File: src/rtl/clock_pkg.sv
// Shared constants and key FSM encoding for the clock's key front-end.
// Timing defaults assume a 50 MHz clk.
package clock_pkg;

   typedef enum logic [1:0] {
      RELEASED     = 2'd0,
      PRESS_WAIT   = 2'd1,
      HELD         = 2'd2,
      RELEASE_WAIT = 2'd3
   } key_state_t;

   localparam int DEBOUNCE_CYCLES = 1000000;
   localparam int REPEAT_DELAY    = 25000000;
   localparam int REPEAT_RATE     = 5000000;
   localparam int CNT_W           = 25;

   localparam int PLUS     = 0;
   localparam int MINUS    = 1;
   localparam int EDIT     = 2;
   localparam int SWI      = 3;
   localparam int NUM_KEYS = 4;

endpackage

File: src/rtl/key_conditioner_if.sv
// One key channel: raw active-low level in, one-cycle active-low strobe and
// debounced pressed level out. The conditioning cell is the master.
interface key_conditioner_if;
   logic raw;
   logic key_n;
   logic held;

   modport master (input raw, output key_n, output held);
   modport slave  (output raw, input key_n, input held);
endinterface

File: src/rtl/key_debounce_cell.sv
// Per-key synchroniser, debounce FSM, repeat counter and registered strobe.
// REPEAT_EN selects auto-repeat while the key stays held.
module key_debounce_cell
   import clock_pkg::*;
#(
   parameter bit REPEAT_EN       = 1'b0,
   parameter int DEBOUNCE_CYCLES = clock_pkg::DEBOUNCE_CYCLES,
   parameter int REPEAT_DELAY    = clock_pkg::REPEAT_DELAY,
   parameter int REPEAT_RATE     = clock_pkg::REPEAT_RATE,
   parameter int CNT_W           = clock_pkg::CNT_W
) (
   input logic                clk,
   input logic                reset,
   key_conditioner_if.master  kif
);

   localparam logic [CNT_W-1:0] DEB_LAST   = CNT_W'(DEBOUNCE_CYCLES - 1);
   localparam logic [CNT_W-1:0] DELAY_LAST = CNT_W'(REPEAT_DELAY - 1);
   localparam logic [CNT_W-1:0] RATE_LAST  = CNT_W'(REPEAT_RATE - 1);
   localparam logic [CNT_W-1:0] CNT_ONE    = CNT_W'(1);

   logic             sync1, sync2;
   key_state_t       state, state_nx;
   logic [CNT_W-1:0] cnt, cnt_nx;
   logic             first_rep, first_nx;
   logic             strobe_n, fire;
   logic [CNT_W-1:0] rep_last;

   always_ff @(posedge clk or negedge reset) begin
      if (!reset) begin
         sync1     <= 1'b1;
         sync2     <= 1'b1;
         state     <= RELEASED;
         cnt       <= '0;
         first_rep <= 1'b1;
         strobe_n  <= 1'b1;
      end else begin
         sync1     <= kif.raw;
         sync2     <= sync1;
         state     <= state_nx;
         cnt       <= cnt_nx;
         first_rep <= first_nx;
         strobe_n  <= ~fire;
      end
   end

   // first_rep picks the long initial delay until one repeat has fired
   assign rep_last = first_rep ? DELAY_LAST : RATE_LAST;

   always_comb begin
      state_nx = state;
      cnt_nx   = cnt;
      first_nx = first_rep;
      fire     = 1'b0;
      case (state)
         RELEASED: begin
            cnt_nx = '0;
            if (!sync2) begin
               state_nx = PRESS_WAIT;
               cnt_nx   = CNT_ONE;
            end
         end
         PRESS_WAIT: begin
            if (sync2) begin
               state_nx = RELEASED;
               cnt_nx   = '0;
            end else if (cnt == DEB_LAST) begin
               state_nx = HELD;
               cnt_nx   = '0;
               first_nx = 1'b1;
               fire     = 1'b1;
            end else begin
               cnt_nx = cnt + 1'b1;
            end
         end
         HELD: begin
            if (sync2) begin
               state_nx = RELEASE_WAIT;
               cnt_nx   = CNT_ONE;
            end else if (REPEAT_EN) begin
               if (cnt == rep_last) begin
                  cnt_nx   = '0;
                  first_nx = 1'b0;
                  fire     = 1'b1;
               end else begin
                  cnt_nx = cnt + 1'b1;
               end
            end
         end
         RELEASE_WAIT: begin
            // a short high blip returns to HELD and restarts the repeat delay
            if (!sync2) begin
               state_nx = HELD;
               cnt_nx   = '0;
               first_nx = 1'b1;
            end else if (cnt == DEB_LAST) begin
               state_nx = RELEASED;
               cnt_nx   = '0;
            end else begin
               cnt_nx = cnt + 1'b1;
            end
         end
         default: begin
            state_nx = RELEASED;
            cnt_nx   = '0;
         end
      endcase
   end

   assign kif.key_n = strobe_n;
   assign kif.held  = (state == HELD) || (state == RELEASE_WAIT);

endmodule

File: src/rtl/key_conditioner.sv
// Conditions the four raw board pushbuttons into clean one-cycle strobes for
// the key-management stage. Plus/Minus auto-repeat; Edit/Swi do not.
module key_conditioner
   import clock_pkg::*;
#(
   parameter int DEBOUNCE_CYCLES = clock_pkg::DEBOUNCE_CYCLES,
   parameter int REPEAT_DELAY    = clock_pkg::REPEAT_DELAY,
   parameter int REPEAT_RATE     = clock_pkg::REPEAT_RATE,
   parameter int CNT_W           = clock_pkg::CNT_W
) (
   input  logic       clk,
   input  logic       reset,
   input  logic       RawPlus,
   input  logic       RawMinus,
   input  logic       RawEdit,
   input  logic       RawSwi,
   output logic       KeyPlus,
   output logic       KeyMinus,
   output logic       KeyEdit,
   output logic       KeySwi,
   output logic [3:0] KeyHeld
);

   key_conditioner_if kif [NUM_KEYS] ();

   assign kif[PLUS].raw  = RawPlus;
   assign kif[MINUS].raw = RawMinus;
   assign kif[EDIT].raw  = RawEdit;
   assign kif[SWI].raw   = RawSwi;

   assign KeyPlus  = kif[PLUS].key_n;
   assign KeyMinus = kif[MINUS].key_n;
   assign KeyEdit  = kif[EDIT].key_n;
   assign KeySwi   = kif[SWI].key_n;

   // keys are fully independent; downstream resolves simultaneous strobes
   for (genvar i = 0; i < NUM_KEYS; i++) begin : g_key
      key_debounce_cell #(
         .REPEAT_EN       ((i == PLUS) || (i == MINUS)),
         .DEBOUNCE_CYCLES (DEBOUNCE_CYCLES),
         .REPEAT_DELAY    (REPEAT_DELAY),
         .REPEAT_RATE     (REPEAT_RATE),
         .CNT_W           (CNT_W)
      ) u_cell (
         .clk   (clk),
         .reset (reset),
         .kif   (kif[i])
      );
      assign KeyHeld[i] = kif[i].held;
   end

endmodule

File: config.mk
export PLATFORM = sky130hd
export DESIGN_NAME = key_conditioner
export DESIGN_NICKNAME = d
export VERILOG_FILES = /design/src/rtl/clock_pkg.sv /design/src/rtl/key_conditioner_if.sv /design/src/rtl/key_debounce_cell.sv /design/src/rtl/key_conditioner.sv
export SDC_FILE = /design/constraint.sdc
export NUM_CORES = 1
export LEC_CHECK = 0
export ABC_AREA = 1
export CORE_MARGIN = 5
export CORE_UTILIZATION = 39
export CTS_CLUSTER_DIAMETER = 200
export DETAILED_ROUTE_END_ITERATION = 16
export DONT_BUFFER_PORTS = 1
export PLACE_DENSITY_LB_ADDON = 0.05
export SYNTH_ARGS = -nofsm -noshare
export SYNTH_HDL_FRONTEND = slang
export SYNTH_HIERARCHICAL = 1
export SYNTH_SLANG_ARGS = --single-unit
File: constraint.sdc
create_clock -name clk -period 2.9 [get_ports clk]
set_input_delay 0.435 -clock clk [delete_from_list [all_inputs] [get_ports clk]]
set_output_delay 0.435 -clock clk [all_outputs]
set_load 0.02 [all_outputs]
=== Word-level counts from Yosys, hierarchy flattened ===
Index checks and enable logic that the tools add are counted.

* Register bits after elaboration: 122
* Output and inout bits: 8

* $add $sub $neg: 4
* Equality and inequality tests: 44
* Multiplexer cells: 84
* Bitwise operators: 4
* Reductions and logical operators: 16

{| class="wikitable"
|+ Operators with widths
! operator !! number
|-
| $mux 25 || 20
|-
| $pmux 25 s4 || 4
|-
| $add 25x1->25 const B || 4
|-
| $eq 25x20->1 const B || 4
|-
| $eq 25x25->1 || 2
|-
| $mux 2 || 24
|-
| $pmux 2 s4 || 4
|-
| $mux 1 || 28
|-
| $ne 2x2->1 const B || 10
|-
| $eq 2x2->1 const B || 8
|-
| $ne 2x1->1 const B || 8
|-
| $reduce_and 4->1 || 4
|-
| $ne 3x1->1 const B || 4
|-
| $ne 3x3->1 const B || 4
|-
| $reduce_and 6->1 || 2
|-
| $eq 2x1->1 const B || 4
|-
| $logic_not 2->1 || 4
|-
| $pmux 1 s3 || 2
|-
| $reduce_bool 3->1 || 2
|-
| $logic_or 1x1->1 || 4
|-
| $not 1->1 || 4
|-
| $pmux 1 s2 || 2
|}

=== Logic depth before layout (Yosys ltp) ===
Gate-level depths: netlist (run 1).

* Depth in word-level cells: 6
* Depth in mapped cells: 12
* Mapped depth without buffers: 11

=== Cells and area by module ===
Netlist (run 1), hierarchy kept.

{| class="wikitable"
|+ By module, submodules not included
! module !! times used !! cells each !! area each (um^2) !! sequential area each (um^2)
|-
| key_debounce_cell (g_key[3].u_cell) || 1 || 304 || 2094.5 || 754.5
|-
| key_debounce_cell (g_key[2].u_cell) || 1 || 292 || 2023.2 || 754.5
|-
| key_debounce_cell (g_key[0].u_cell) || 1 || 266 || 2004.4 || 780.7
|-
| key_debounce_cell (g_key[1].u_cell) || 1 || 266 || 1951.9 || 780.7
|-
| key_conditioner || 1 || 4 || 30.0 || 0.0
|}

=== Worst setup path before layout (run 1) ===
OpenSTA, ideal clock, no wires.

* Path type: reg-to-reg
* Start: reg g_key[1].u_cell.cnt[0]
* End: reg g_key[1].u_cell.cnt[5]
* Library setup time: 120 ps
* Data arrival time: 1430 ps
* Required time: 2780 ps
* Slack: 1351 ps
* Stages on the path, launching flop included: 12
* Buffers on the path: 1
* Period minus slack after synthesis: 1549 ps
* Cell sequence: dfrtp_1 -> ha_1 -> nand2_2 -> nor2_4 -> nand3_1 -> a21oi_2 -> nand2_1 -> nand2_2 -> nand2_4 -> nand2_4 -> buf_6 -> nor2_1

* Longest elaborated chain between the ends: 4
* Elaborated cells on any way between the ends: 9
* Classes of those cells: add/sub (1); eq/ne (2); mux (6)

{| class="wikitable"
|+ Ends and longest elaborated chain
! item !! line !! source
|-
| start: declaration || key_debounce_cell.sv:24 || <nowiki>logic [CNT_W-1:0] cnt, cnt_nx;</nowiki>
|-
| start signal: assignment || key_debounce_cell.sv:41 || <nowiki>cnt <= cnt_nx;</nowiki>
|-
| $add 25x1->25 (tied with other cells) || key_debounce_cell.sv:73, key_debounce_cell.sv:86, key_debounce_cell.sv:100 ||
|-
| $mux 25, on equally long branches || key_debounce_cell.sv:67, key_debounce_cell.sv:96, key_debounce_cell.sv:81 ||
|-
| $mux 25, on equally long branches || key_debounce_cell.sv:92, key_debounce_cell.sv:77, key_debounce_cell.sv:64 ||
|-
| $pmux 25 s4 (*) || key_debounce_cell.sv:55 || <nowiki>case (state)</nowiki>
|-
| net g_key[1].u_cell.cnt_nx[5] || key_debounce_cell.sv:24 ||
|}

Mark *: on every way through the listed nets, which the timed path passes. The rest lies on a longest branch.
A chain may end at the register's enable or synchronous reset.

=== Final worst setup path (run 1) ===
* Start: reg g_key[0].u_cell.state[0]
* End: out KeyHeld[0]

* Longest elaborated chain between the ends: 2
* Elaborated cells on any way between the ends: 3
* Classes of those cells: eq/ne (2); reduce/logical (1)

{| class="wikitable"
|+ Ends and longest elaborated chain
! item !! line !! source
|-
| start: declaration || key_debounce_cell.sv:23 || <nowiki>key_state_t state, state_nx;</nowiki>
|-
| start signal: assignment || key_debounce_cell.sv:40 || <nowiki>state <= state_nx;</nowiki>
|-
| $eq 2x2->1 || key_debounce_cell.sv:111 || <nowiki>assign kif.held = (state == HELD) || (state == RELEASE_WAIT);</nowiki>
|-
| $logic_or 1x1->1 (*) || key_debounce_cell.sv:111 ||
|-
| end: declaration || key_conditioner.sv:21 || <nowiki>output logic [3:0] KeyHeld</nowiki>
|}

Mark *: on every way between the ends. The rest lies on a longest branch, timed or not.

==> out/summary.txt, run 1 <==
Synth Area in Adders: 0.0216
First-pass GRT wire length: 33.3 mm
Clk pwr share: 0.403
Synth cell types: 49
Post-CTS Resized: 0
Total global routing overflow: 0
Final #Nets: 1161
Synth Area in Simple Gates: 0.433
Antenna fix cells: 0
Routed wire per std cell: 13.4 um
Hpwl dp: 14.0 mm
Max-slew violations: 0
I/O Buffers: 0
Final ANT Viol Nets: 0
Syn_area_per_cell: 7.16 sq um
P_leak: 3.89 nW
Multi-input logic area: 0.00439 sq mm
Final hold violations: 122
Fill count: 2133
Complex-gate fraction of the synthesized area: 0.0386
Initial antenna violation count: 0
Clock Pin Slew Worst Setup and Hold Paths: 50 ps
Worst Tran Pin Value: 624 ps
Full die area: 0.0238 sq mm
Overall Power: 5.41 mW
Hold_buf cts: 4
R2r startpoint: g_key[3].u_cell/sync2$_DFF_PN1_
Iter 0 DRT Violations: 342
Critical Path Source Type: register
GRT Util Overall: 0.169
Reg-to-Reg End: g_key[3].u_cell/cnt[14]$_DFFE_PN0N_
CTS buffer count: 17
Core area: 0.0204 sq mm
Clock buffer depth: 2
Mux contribution to synthesized area: 0
#FFs+latches synth: 122
Worst VDD drop: 467 uV
Switching Fraction: 0.340
Crit Path Class: reg -> out
Post-CTS setup buffers: 0
# H-tree levels: 4
Most frequent cells in the layout: nand2_1 (289), nor2_1 (182), inv_1 (123), dfrtp_1 (108), nand3_1 (106)
Main combinational cell family by area after synthesis: simple AND/OR/NAND/NOR gates
Crit path max fanout: 5
Reg area: 0.00307 sq mm
Worst-Skew Late Latency: 420 ps
RSZ-0062 raised after global routing: false
Pre-antenna DRT Iters: 5
Setup TNS: 0 ps
FFs w/ async S/R, synth: 1.00
Sequential fraction of design power: 0.371
Vias/cell: 4.90
Worst EP required: 2470 ps
Final setup vio count: 0
Slew headroom: 0.581
Drc violations: 0
Status: finished with violations
Root buf cell: clkbuf_16
CTS tree: done
Arrival @ worst endpoint: 1500 ps
R2R cell count: 8
Share of cells above drive strength 1: 0.140
Reg-to-reg setup timing slack: 1120 ps
Crit path capture type: output port
Sequential share of the synthesized area: 0.379
Site Rows: 52
Synth warn: 6
DIE WIDTH: 154 um
Top FF cell, synth: dfrtp_1
Minimum clock period: 1930 ps
Vias: 6975
Clock Sinks: 122
Pwr/cell area: 603 mW/mm^2
Syn Inst Count: 1132
Largest net degree at the start of global routing: 123
Post-Syn Nets: 1152
Die H: 154 um
Final hold slack: -289 ps
Post-synth EDFFs: 0
Most common cell after layout, fill and taps aside: nand2_1
Fin crit share: 0.667
Internal: 3.57 mW
Combinational share of power: 0.226
Sw Pwr: 1.84 mW
Failing checks: negative hold slack
Min-delay worst type: in -> async
Skew final: 10.2 ps
Max Freq: 0.517 GHz
WL final: 19.1 mm
Synth Area in XOR/XNOR: 0.0486
Area growth from synthesis to layout: 10.8%
Vias in the first global route: 6765
GP Congestion: 0.870
Max cap viols: 0
Synth Cell Area: 0.00810 sq mm
Initial Util: 0.398
Io pins: 14
flip-flops by register name, summed over array words and instances (netlist names), named ones only:
register	cells
g_key.u_cell/sync1	4
g_key.u_cell/cnt	100
g_key.u_cell/kif.key_n	4
g_key.u_cell/sync2	4
g_key.u_cell/first_rep	2
g_key.u_cell/state	4
metrics by stage:
stage,utilization,cell area (sq um),hold WS (ps),std cells,setup slack (ps)
floorplan,-,8100,139,1132,1350
global placement,0.409,8330,143,1388,1130
detailed placement,0.409,8330,144,1388,1100
CTS,0.441,8980,-321,1424,918
global route,0.441,8980,-317,1424,835
finish,0.441,8980,-289,1424,966
power by group through the flow:
stage / Combinational (mW) / Clock (mW) / Sequential [mW]
after detailed placement: 1.24 / 0 / 2.05
after floorplan: 1.13 / 0 / 1.96
after global placement: 1.24 / 0 / 2.04
final: 1.22 / 2.18 / 2.01
after global routing: 1.41 / 2.34 / 2.04
after CTS: 1.25 / 2.27 / 2.02
layout make-up:
class | count | area share
Clock buffer | 21 | 0.0513
Multi-Input combinational cell | 858 | 0.489
Inverter | 137 | 0.0584
Tap cell | 270 | 0.0376
Timing Repair Buffer | 5 | 0.00529
Sequential cell | 122 | 0.342
Clock inverter | 11 | 0.0163
metal layers:
layer  GRT usage  vias up  share of wire
met5           0        -              0
met4      0.0458        0          0.012
met3      0.0346       12          0.033
met2       0.270      108           0.46
met1       0.234     3239           0.49
li1            -     3616              -
cell families (layout without fill, tap and decap cells):
logic type      count (synthesis)  after routing
simple gates                  746            746
fa+ha+maj                      14             14
compound gates                 53             53
flops                         122            122
buf+inv                       152            174
xor+xnor                       45             45
worst max path at each step:
| stage | slack, ps | startpoint | endpoint | depth (start not counted) |
|---|---|---|---|---|
| after floorplan | 1350 | g_key[1].u_cell/cnt[0]$_DFF_PN0_ | g_key[1].u_cell/cnt[5]$_DFF_PN0_ | 11 |
| after global placement | 1130 | g_key[3].u_cell/sync2$_DFF_PN1_ | g_key[3].u_cell/cnt[10]$_DFFE_PN0N_ | 7 |
| after detailed placement | 1100 | g_key[3].u_cell/sync2$_DFF_PN1_ | g_key[3].u_cell/cnt[14]$_DFFE_PN0N_ | 8 |
| after CTS | 920 | g_key[0].u_cell/state[0]$_DFFE_PN0P_ | KeyHeld[0] | 4 |
| after global routing | 840 | g_key[0].u_cell/state[0]$_DFFE_PN0P_ | KeyHeld[0] | 4 |
| final | 970 | g_key[0].u_cell/state[0]$_DFFE_PN0P_ | KeyHeld[0] | 4 |
critical path: stages, from the launching register on:
cell     delay, ps
dfrtp_1        420
inv_1          100
ha_1           240
inv_1          140
nand2_1        190
Yosys cell counts (all sizes together), types with 14 or more instances:
master	count	area, sq um
nand2	322	1330
nor2	240	1140
inv	135	512
nand3	110	578
dfrtp	108	2700
nand4	39	244
xor2	39	342
nor3	23	131
o21ai	22	110
a21oi	15	82.6
dfstp	14	368
ha	14	175
Note: power is estimated with default switching activity, not from simulation.
==> inputs of run 2 (changes only) <==
==> constraint.sdc (replaced) <==
create_clock -name clk -period 1.92 [get_ports clk]
set_input_delay 0.288 -clock clk [delete_from_list [all_inputs] [get_ports clk]]
set_output_delay 0.288 -clock clk [all_outputs]
set_load 0.02 [all_outputs]
==> run 2 against run 1 <==
Net effect:
- the flow still finishes with violations (negative hold slack)
- clock skew is 3.4 ps higher
- cell count is 0.49% higher
- critical path type unchanged
- highest routed layer unchanged
- total power is 54% higher
- via count is 0.39% lower
- largest power group unchanged
- flip-flop and latch count stayed put
- non-clock buffer count is 7 higher
- largest cell class unchanged
- die area stayed put
- routed wire length is 0.24% higher
- sequential power is 49% higher
==> out/summary.txt, run 2 (same netlist as run 1, synthesis figures left out) <==
Post-CTS setup buffers: 0 (unchanged)
Routed wire per std cell: 13.4 um (-0.26%)
Clock buffer depth: 2 (unchanged)
Area growth from synthesis to layout: 11.7%
Final Instance Area: 0.00905 sq mm (+0.84%)
Final #Nets: 1168 (+0.60%)
Max Freq: 0.563 GHz
Slew headroom: 0.746 (+0.165)
Skew final: 13.6 ps (+3.36 ps)
Total global routing overflow: 0 (unchanged)
WL final: 19.2 mm (+0.24%)
Most common cell after layout, fill and taps aside: nand2_1
Min-delay worst type: in -> async
Crit path max fanout: 5 (unchanged)
Share of cells above drive strength 1: 0.145 (+0.00519)
I/O Buffers: 0 (unchanged)
Busiest grt layer: met2
R2r startpoint: g_key[3].u_cell/cnt[0]$_DFFE_PN0N_
# H-tree levels: 4 (unchanged)
P_leak: 3.92 nW (+0.98%)
Site Rows: 52 (unchanged)
Arrival @ worst endpoint: 1490 ps (about the same)
Io pins: 14 (unchanged)
Worst EP required: 1630 ps (-840 ps)
Worst Tran Pin Value: 378 ps (-246 ps)
R2R cell count: 10 (+2)
First-pass GRT wire length: 32.6 mm (-2.0%)
Met3 usage: 0.0360 (+0.00141)
Drc violations: 0 (unchanged)
Max-slew violations: 0 (unchanged)
Iter 0 DRT Violations: 423 (+24%)
CTS buffer count: 17 (unchanged)
Reg-to-reg setup timing slack: 160 ps (-960 ps)
Area after DPL: 0.00839 sq mm (+0.63%)
Initial antenna violation count: 0 (unchanged)
# placed instances: 1395 (+0.50%)
Final setup vio count: 0 (unchanged)
Top reg by flops: g_key.u_cell/cnt
Vias in the first global route: 6687 (-1.2%)
Initial Util: 0.398 (unchanged)
Status: finished with violations
Hpwl dp: 14.0 mm (about the same)
Full die area: 0.0238 sq mm (unchanged)
Worst-Skew Late Latency: 420 ps (about the same)
Reg-to-Reg End: g_key[3].u_cell/cnt[15]$_DFFE_PN0N_
GRT Util Overall: 0.167 (-0.00216)
RSZ-0062 raised after global routing: true
Hold_buf cts: 4 (unchanged)
Core area: 0.0204 sq mm (unchanged)
Post-Route Utilization: 0.445 (+0.00369)
CTS tree: done
Pwr/cell area: 922 mW/mm^2 (+53%)
Worst VDD drop: 521 uV (+12%)
Clock Sinks: 122 (unchanged)
Antenna fix cells: 0 (unchanged)
Die H: 154 um (unchanged)
Minimum clock period: 1780 ps
Critical Path Source Type: register
GP Congestion: 0.856 (-1.6%)
Final ANT Viol Nets: 0 (unchanged)
Final hold slack: -439 ps (-150 ps)
M2 GR Usage: 0.265 (-0.00499)
Pre-antenna DRT Iters: 5 (unchanged)
Largest net degree at the start of global routing: 123 (unchanged)
DIE WIDTH: 154 um (unchanged)
Max cap viols: 0 (unchanged)
Setup TNS: 0 ps (unchanged)
Failing checks: negative hold slack
Grt met1 use: 0.233 (-0.000862)
Most frequent cells in the layout: nand2_1 (289), nor2_1 (182), inv_1 (123), dfrtp_1 (108), nand3_1 (106)
Overall Power: 8.35 mW (+54%)
Final hold violations: 122 (unchanged)
Root buf cell: clkbuf_16
Fin crit share: 0.925
Non-Filler Instances: 1431 (+0.49%)
Vias: 6948 (-0.39%)
Crit path capture type: output port
Clock Pin Slew Worst Setup and Hold Paths: 50 ps (about the same)
Vias/cell: 4.86 (-0.87%)
Crit Path Class: reg -> out
Max reg flops: 100 (unchanged)
[run 2: changes by cell type in the layout (fill, tap and decap cells not counted), sizes merged]
| cell | delta |
|---|---|
| buf | +7 |
| bufinv | +1 |
| clkinv | -3 |
| clkinvlp | +2 |
[run 2: stage by stage]
stage | setup WS [ps] | hold slack [ps]
2_1_floorplan | 371 | -7.59
3_3_place_gp | 169 | -3.37
3_5_place_dp | 145 | -2.59
4_1_cts | 115 | -462
5_1_grt | -3.34 | -466
6_report | 143 | -439
[run 2: worst max-delay path, stage by stage, from the launching register on]
cell	delay, ps
dfrtp_1	410
inv_1	100
ha_1	230
inv_1	130
nand2_1	190
[run 2: cell type report]
cell class / instances / area (sq um)
fillers: 2094 / 11300
multi-input cells: 858 / 4390
clock inverters: 11 / 169
flip-flops and latches: 122 / 3070
clock buffers: 21 / 460
inverters: 137 / 524
well taps: 270 / 338
repair buffers: 12 / 100
[run 2: worst max-delay path by stage]
stage / end / slack [ps] / startpoint
floorplan: g_key[1].u_cell/cnt[5]$_DFF_PN0_ / 370 / g_key[1].u_cell/cnt[0]$_DFF_PN0_
global placement: g_key[3].u_cell/cnt[15]$_DFFE_PN0N_ / 170 / g_key[3].u_cell/cnt[0]$_DFFE_PN0N_
detailed placement: g_key[3].u_cell/cnt[15]$_DFFE_PN0N_ / 140 / g_key[3].u_cell/cnt[0]$_DFFE_PN0N_
CTS: KeyHeld[0] / 110 / g_key[0].u_cell/state[0]$_DFFE_PN0P_
global route: g_key[1].u_cell/cnt[19]$_DFF_PN0_ / -3 / g_key[1].u_cell/cnt[0]$_DFF_PN0_
finish: KeyHeld[0] / 140 / g_key[0].u_cell/state[0]$_DFFE_PN0P_
[run 2: per-layer routing]
metal | vias to the layer above | part of all wire
li1 | 3610 | -
met1 | 3218 | 0.50
met2 | 109 | 0.45
met3 | 11 | 0.036
met4 | 0 | 0.0083
met5 | - | 0
[run 2: power by group]
part	internal (mW)	total, mW	switching, mW	leakage (nW)
Sequential	2.77	3.00	0.225	1.63
Combinational	0.552	1.93	1.38	1.99
Clock	2.24	3.41	1.18	0.295
Total	5.56	8.35	2.78	3.92
[run 2: timing repair]
item                       CTS  global route
gates resized for setup      0             0
setup endpoints to repair    0             2
hold endpoints to repair   126           122
==> RTL edit 1: new RTL, flow settings as in run 2 <==
The package constant `CNT_W` goes from 25 to 50.
--- a/src/rtl/clock_pkg.sv
+++ b/src/rtl/clock_pkg.sv
@@ -12,7 +12,7 @@
    localparam int DEBOUNCE_CYCLES = 1000000;
    localparam int REPEAT_DELAY    = 25000000;
    localparam int REPEAT_RATE     = 5000000;
-   localparam int CNT_W           = 25;
+   localparam int CNT_W           = 50;
 
    localparam int PLUS     = 0;
    localparam int MINUS    = 1;
Check against the original RTL: no difference found for any inputs over 4 cycles, from zero or initial values and one cycle with reset low; that may be too few to reach the edited logic, so the function may still have changed.
==> RTL edit 1 against run 2 <==
- the run still ends with hold timing left
- non-clock buffer count rose by 137
- synthesized cell count rose by 100%
- area after synthesis rose by 89%
- wire length rose by 150%
- clock skew rose by 0.0070 ns
- power rose by 72%
- core utilization rose by 2.2 points
- first-iteration DRC count rose by 130%
- sequential cell count rose by 100
- clock power rose by 56%
- final area rose by 99%
- cell count rose by 110%
- setup slack got worse by 0.084 ns
==> RTL edit 1: results (changes against run 2) <==
.. list-table::
   :header-rows: 1

   * - Metric
     - Value
   * - Total placed cells including tap cells
     - 2,902 (+110%)
   * - Post-synthesis sequential area ratio
     - 0.364 (-0.0147)
   * - Leakage dissipation
     - 7.72 nW (+97%)
   * - Part of the power in combinational logic
     - 0.270 (+0.039)
   * - Pre-CTS setup slack
     - -0.0826 ns (-0.227 ns)
   * - Clock Path Buffers
     - 3 (+1)
   * - Detailed Place HPWL
     - 35.2 mm (+150%)
   * - Clock slew at the register clock pins of the worst setup and hold paths
     - 0.07 ns (+0.02 ns)
   * - Number of buffers added by the clock tree synthesis step
     - 28 (+11)
   * - Relative area of non-clock buffer cells in the final design
     - 0.0660 (+0.0550)
   * - ClkCell Share
     - 0.0515 (-0.0180)
   * - Synthesized cell area
     - 0.0153 mm² (+89%)
   * - Final net count
     - 2,459 (+110%)
   * - GRT met3 Usage
     - 0.0249 (-0.0111)
   * - Number of flip-flops under the largest register name
     - 200 (+100%)
   * - Area growth syn-to-layout
     - 18.0%
   * - H-tree level count
     - 1 (-3)
   * - Placed instance area
     - 0.0166 mm² (+98%)
   * - Number of multi-input combinational cells
     - 1,801 (+110%)
   * - Maximum net fanout on the critical path
     - 15 (+10)
   * - Violated checks
     - hold timing
   * - Reg area
     - 0.00558 mm² (+82%)
   * - Hold slack
     - -0.577 ns (-0.138 ns)
   * - # clock sinks
     - 222 (+82%)
   * - End of the worst register-to-register path
     - g_key[0].u_cell/cnt[25]
   * - Outcome
     - finished, violations left
   * - Number of failing hold endpoints at the final stage
     - 222 (+82%)
   * - Global-route wire length before repair
     - 75.8 mm (+130%)
   * - Timing startpoint of the critical path
     - g_key[0].u_cell/cnt[14]
   * - Post-cts repair resize count
     - 4 (+4)
   * - Minimum setup slack among reg-to-reg paths
     - 0.06 ns (-0.10 ns)
   * - Number of buffers inserted to repair setup after CTS
     - 2 (+2)
   * - GR Layer Usage met2
     - 0.338 (+0.0735)
   * - Setup CP Type
     - reg -> reg
==> RTL edit 1: logic make-up (layout without fill, tap and decap cells) <==
kind of cell | after synthesis | count (layout) | share of synthesized area
DFF | 222 | 222 | 0.364
xor gates and xnor gates | 108 | 108 | 0.0618
AOI/OAI and AO/OA | 74 | 74 | 0.0282
adders and majority gates | 14 | 14 | 0.0114
buffers and inverters | 273 | 438 | 0.0778
and+or+nand+nor | 1601 | 1605 | 0.457
==> RTL edit 1: worst max-delay path, stage by stage, from the launching register on <==
cell     delay, ns
dfrtp_1       0.38
inv_1         0.07
nor2_1        0.14
nand2_1       0.07
nor2_1        0.15
nand2_1       0.08
nor2_1        0.21
nand3_2       0.13
nand2_2       0.12
nand2_8       0.10
nand2_4       0.21
nor2_1        0.08
==> RTL edit 1: metal layers <==
layer,up-vias,wire (µm)
li1,7530,-
met1,6914,22600
met2,322,21500
met3,69,2010
met4,0,1180
met5,-,0
==> RTL edit 2: new RTL, config.mk and constraints of run 2 <==
Made on the original files. The 4 states of `key_state_t` get a one-hot encoding in 4 bits.
--- a/src/rtl/clock_pkg.sv
+++ b/src/rtl/clock_pkg.sv
@@ -2,11 +2,11 @@
 // Timing defaults assume a 50 MHz clk.
 package clock_pkg;
 
-   typedef enum logic [1:0] {
-      RELEASED     = 2'd0,
-      PRESS_WAIT   = 2'd1,
-      HELD         = 2'd2,
-      RELEASE_WAIT = 2'd3
+   typedef enum logic [3:0] {
+      RELEASED     = 4'b0001,
+      PRESS_WAIT   = 4'b0010,
+      HELD         = 4'b0100,
+      RELEASE_WAIT = 4'b1000
    } key_state_t;
 
    localparam int DEBOUNCE_CYCLES = 1000000;
Function: no difference found for any inputs over 10 cycles, from zero or initial values and one cycle with reset low; not proved beyond that.
==> RTL edit 2 against run 2 <==
- the flow still finishes with violations (hold timing)
- setup slack better by 0.034 ns
- power down 4.3%
- wire length fell by 0.71%
- count of clock-buffer cells in the layout shrank 1
- combinational power is 37% lower
- sequential cell count up 8
- area after synthesis down 2.5%
- final area rose by 0.26%
==> RTL edit 2: results (changes against run 2) <==
.. list-table::
   :header-rows: 1

   * - Metric
     - Value
   * - Outcome
     - finished, violations left
   * - Violated checks
     - hold timing
   * - Adder-cell share of the synthesized area
     - 0.00633 (-0.0153)
   * - Antenna violations before repair
     - 0 (unchanged)
   * - Slew @ Worst Pin
     - 0.479 ns (+0.100 ns)
   * - Placed instance area
     - 0.00832 mm² (-0.79%)
   * - Unique masters post-synth
     - 41 (-16%)
   * - Average wire length per cell after detail routing
     - 13.3 µm (-0.51%)
   * - Largest cells by area after synthesis
     - dfrtp_1 35%, nand2_1 14%, nor2_1 10%, inv_1 6.7%, dfstp_2 6.0%
   * - Routed WL
     - 19.1 mm (-0.71%)
   * - Residual DRC count
     - 0 (unchanged)
   * - Worst path arrival time
     - 2.05 ns (+0.56 ns)
   * - Detailed Place HPWL
     - 14.0 mm (about the same)
   * - Post-detailed-route via-to-cell ratio
     - 4.82 (-0.81%)
   * - Area fraction in compound gates after synthesis
     - 0.0326 (-0.00599)
   * - Share of power burned in the clock network
     - 0.456 (+0.047)
   * - Antenna-violating nets left
     - 0 (unchanged)
   * - Final net count
     - 1,155 (-1.1%)
   * - Stage delay of the slowest cell on the critical path
     - 0.39 ns (-0.02 ns)
   * - Number of DRC markers after the initial detailed-route iteration
     - 441 (+4.3%)
   * - Minimum setup slack among reg-to-reg paths
     - 0.18 ns (+0.02 ns)
   * - Multiplexer fraction of the synthesized cell area
     - 0.00253 (+0.00253)
   * - Post-synthesis sequential area ratio
     - 0.414 (+0.0356)
   * - Path depth of the worst reg2reg path
     - 11 (+1)
   * - Leakage dissipation
     - 3.99 nW (+1.6%)
   * - Finished Core Util
     - 0.452 (+0.00694)
   * - Total placed cells including tap cells
     - 1,389 (-0.43%)
   * - Parity-gate share of the synthesized area counting xor and xnor cells
     - 0.0510 (+0.00234)
   * - Syn_nets
     - 1,120 (-2.8%)
   * - Number of filler instances in the final layout
     - 2,098 (+0.19%)
   * - Largest vdd supply drop
     - 0.000523 V (+0.36%)
   * - Power drawn by the combinational cells
     - 1.22 mW (-37%)
   * - Layout cells sized above 1
     - 0.117 (-0.0281)
   * - Vias in the first global route
     - 6,861 (+2.6%)
   * - Total Routing Usage GR
     - 0.172 (+0.00495)
   * - Global-route wire length before repair
     - 33.5 mm (+2.7%)
   * - Commonest cells in the synthesized netlist
     - 287 x nand2_1, 218 x nor2_1, 142 x inv_1
   * - Switch share
     - 0.277 (-0.0570)
   * - Pre-CTS setup slack
     - 0.0638 ns (-0.0809 ns)
   * - Clock slew at the register clock pins of the worst setup and hold paths
     - 0.06 ns
   * - Design internal power
     - 5.77 mW (+3.8%)
   * - Per-instance average area after synthesis
     - 7.12 µm² (-0.54%)
   * - Weighted congestion at the end of routability-driven global placement
     - 0.883 (+3.2%)
   * - Hold slack
     - -0.429 ns (+0.0109 ns)
   * - Worst clock skew on the final layout
     - 0.0120 ns (-0.00158 ns)
   * - Number of failing hold endpoints at the final stage
     - 130 (+6.6%)
## RTL edit 2: cell count changes after synthesis, sizes merged, moves of 4 or more
cell,delta
ha,-10
nand4,+5
dfstp,+4
dfrtp,+4
nor3,+11
inv,+14
nand2,-29
nand3,-14
o21ai,-7
buf,+4
## RTL edit 2: routing by layer
metal / part of all wire / GRT usage / vias to the layer above
li1: - / - / 3571
met1: 0.50 / 0.237 / 3192
met2: 0.46 / 0.281 / 100
met3: 0.030 / 0.0355 / 14
met4: 0.0089 / 0.0368 / 0
met5: 0 / 0 / -
## RTL edit 2: layout make-up
class / instances / share of cell area
inverters: 149 / 0.0628
well taps: 270 / 0.0372
multi-input cells: 815 / 0.436
flip-flops and latches: 130 / 0.361
clock buffers: 20 / 0.0503
repair buffers: 32 / 0.0303
clock inverters: 12 / 0.0225
## RTL edit 2: worst paths after layout
| path | start | endpoint |
|---|---|---|
| setup / recovery | g_key[2].u_cell/cnt[0] | g_key[2].u_cell/cnt[1] |
| hold / removal | reset | g_key[3].u_cell/cnt[12] |
| setup reg to reg | g_key[2].u_cell/cnt[0] | g_key[2].u_cell/cnt[1] |
| hold reg to reg | g_key[3].u_cell/sync1 | g_key[3].u_cell/sync2 |
| max in group asynchronous | reset | g_key[2].u_cell/sync2 |
| min in group clk | g_key[3].u_cell/sync1 | g_key[3].u_cell/sync2 |
## RTL edit 2: repair_timing
item,CTS,global route
setup buffers,0,3
setup endpoints to repair,0,46
hold endpoints to repair,134,130
resized for setup,0,11
## RTL edit 2: worst max-delay path, delay by kind of cell, from the launching register on
kind / cells / cell delay, ns
and+or+nand+nor: 8 / 0.72
buffers and inverters: 2 / 0.33
adders and majority gates: 1 / 0.20
DFF: 1 / 0.39
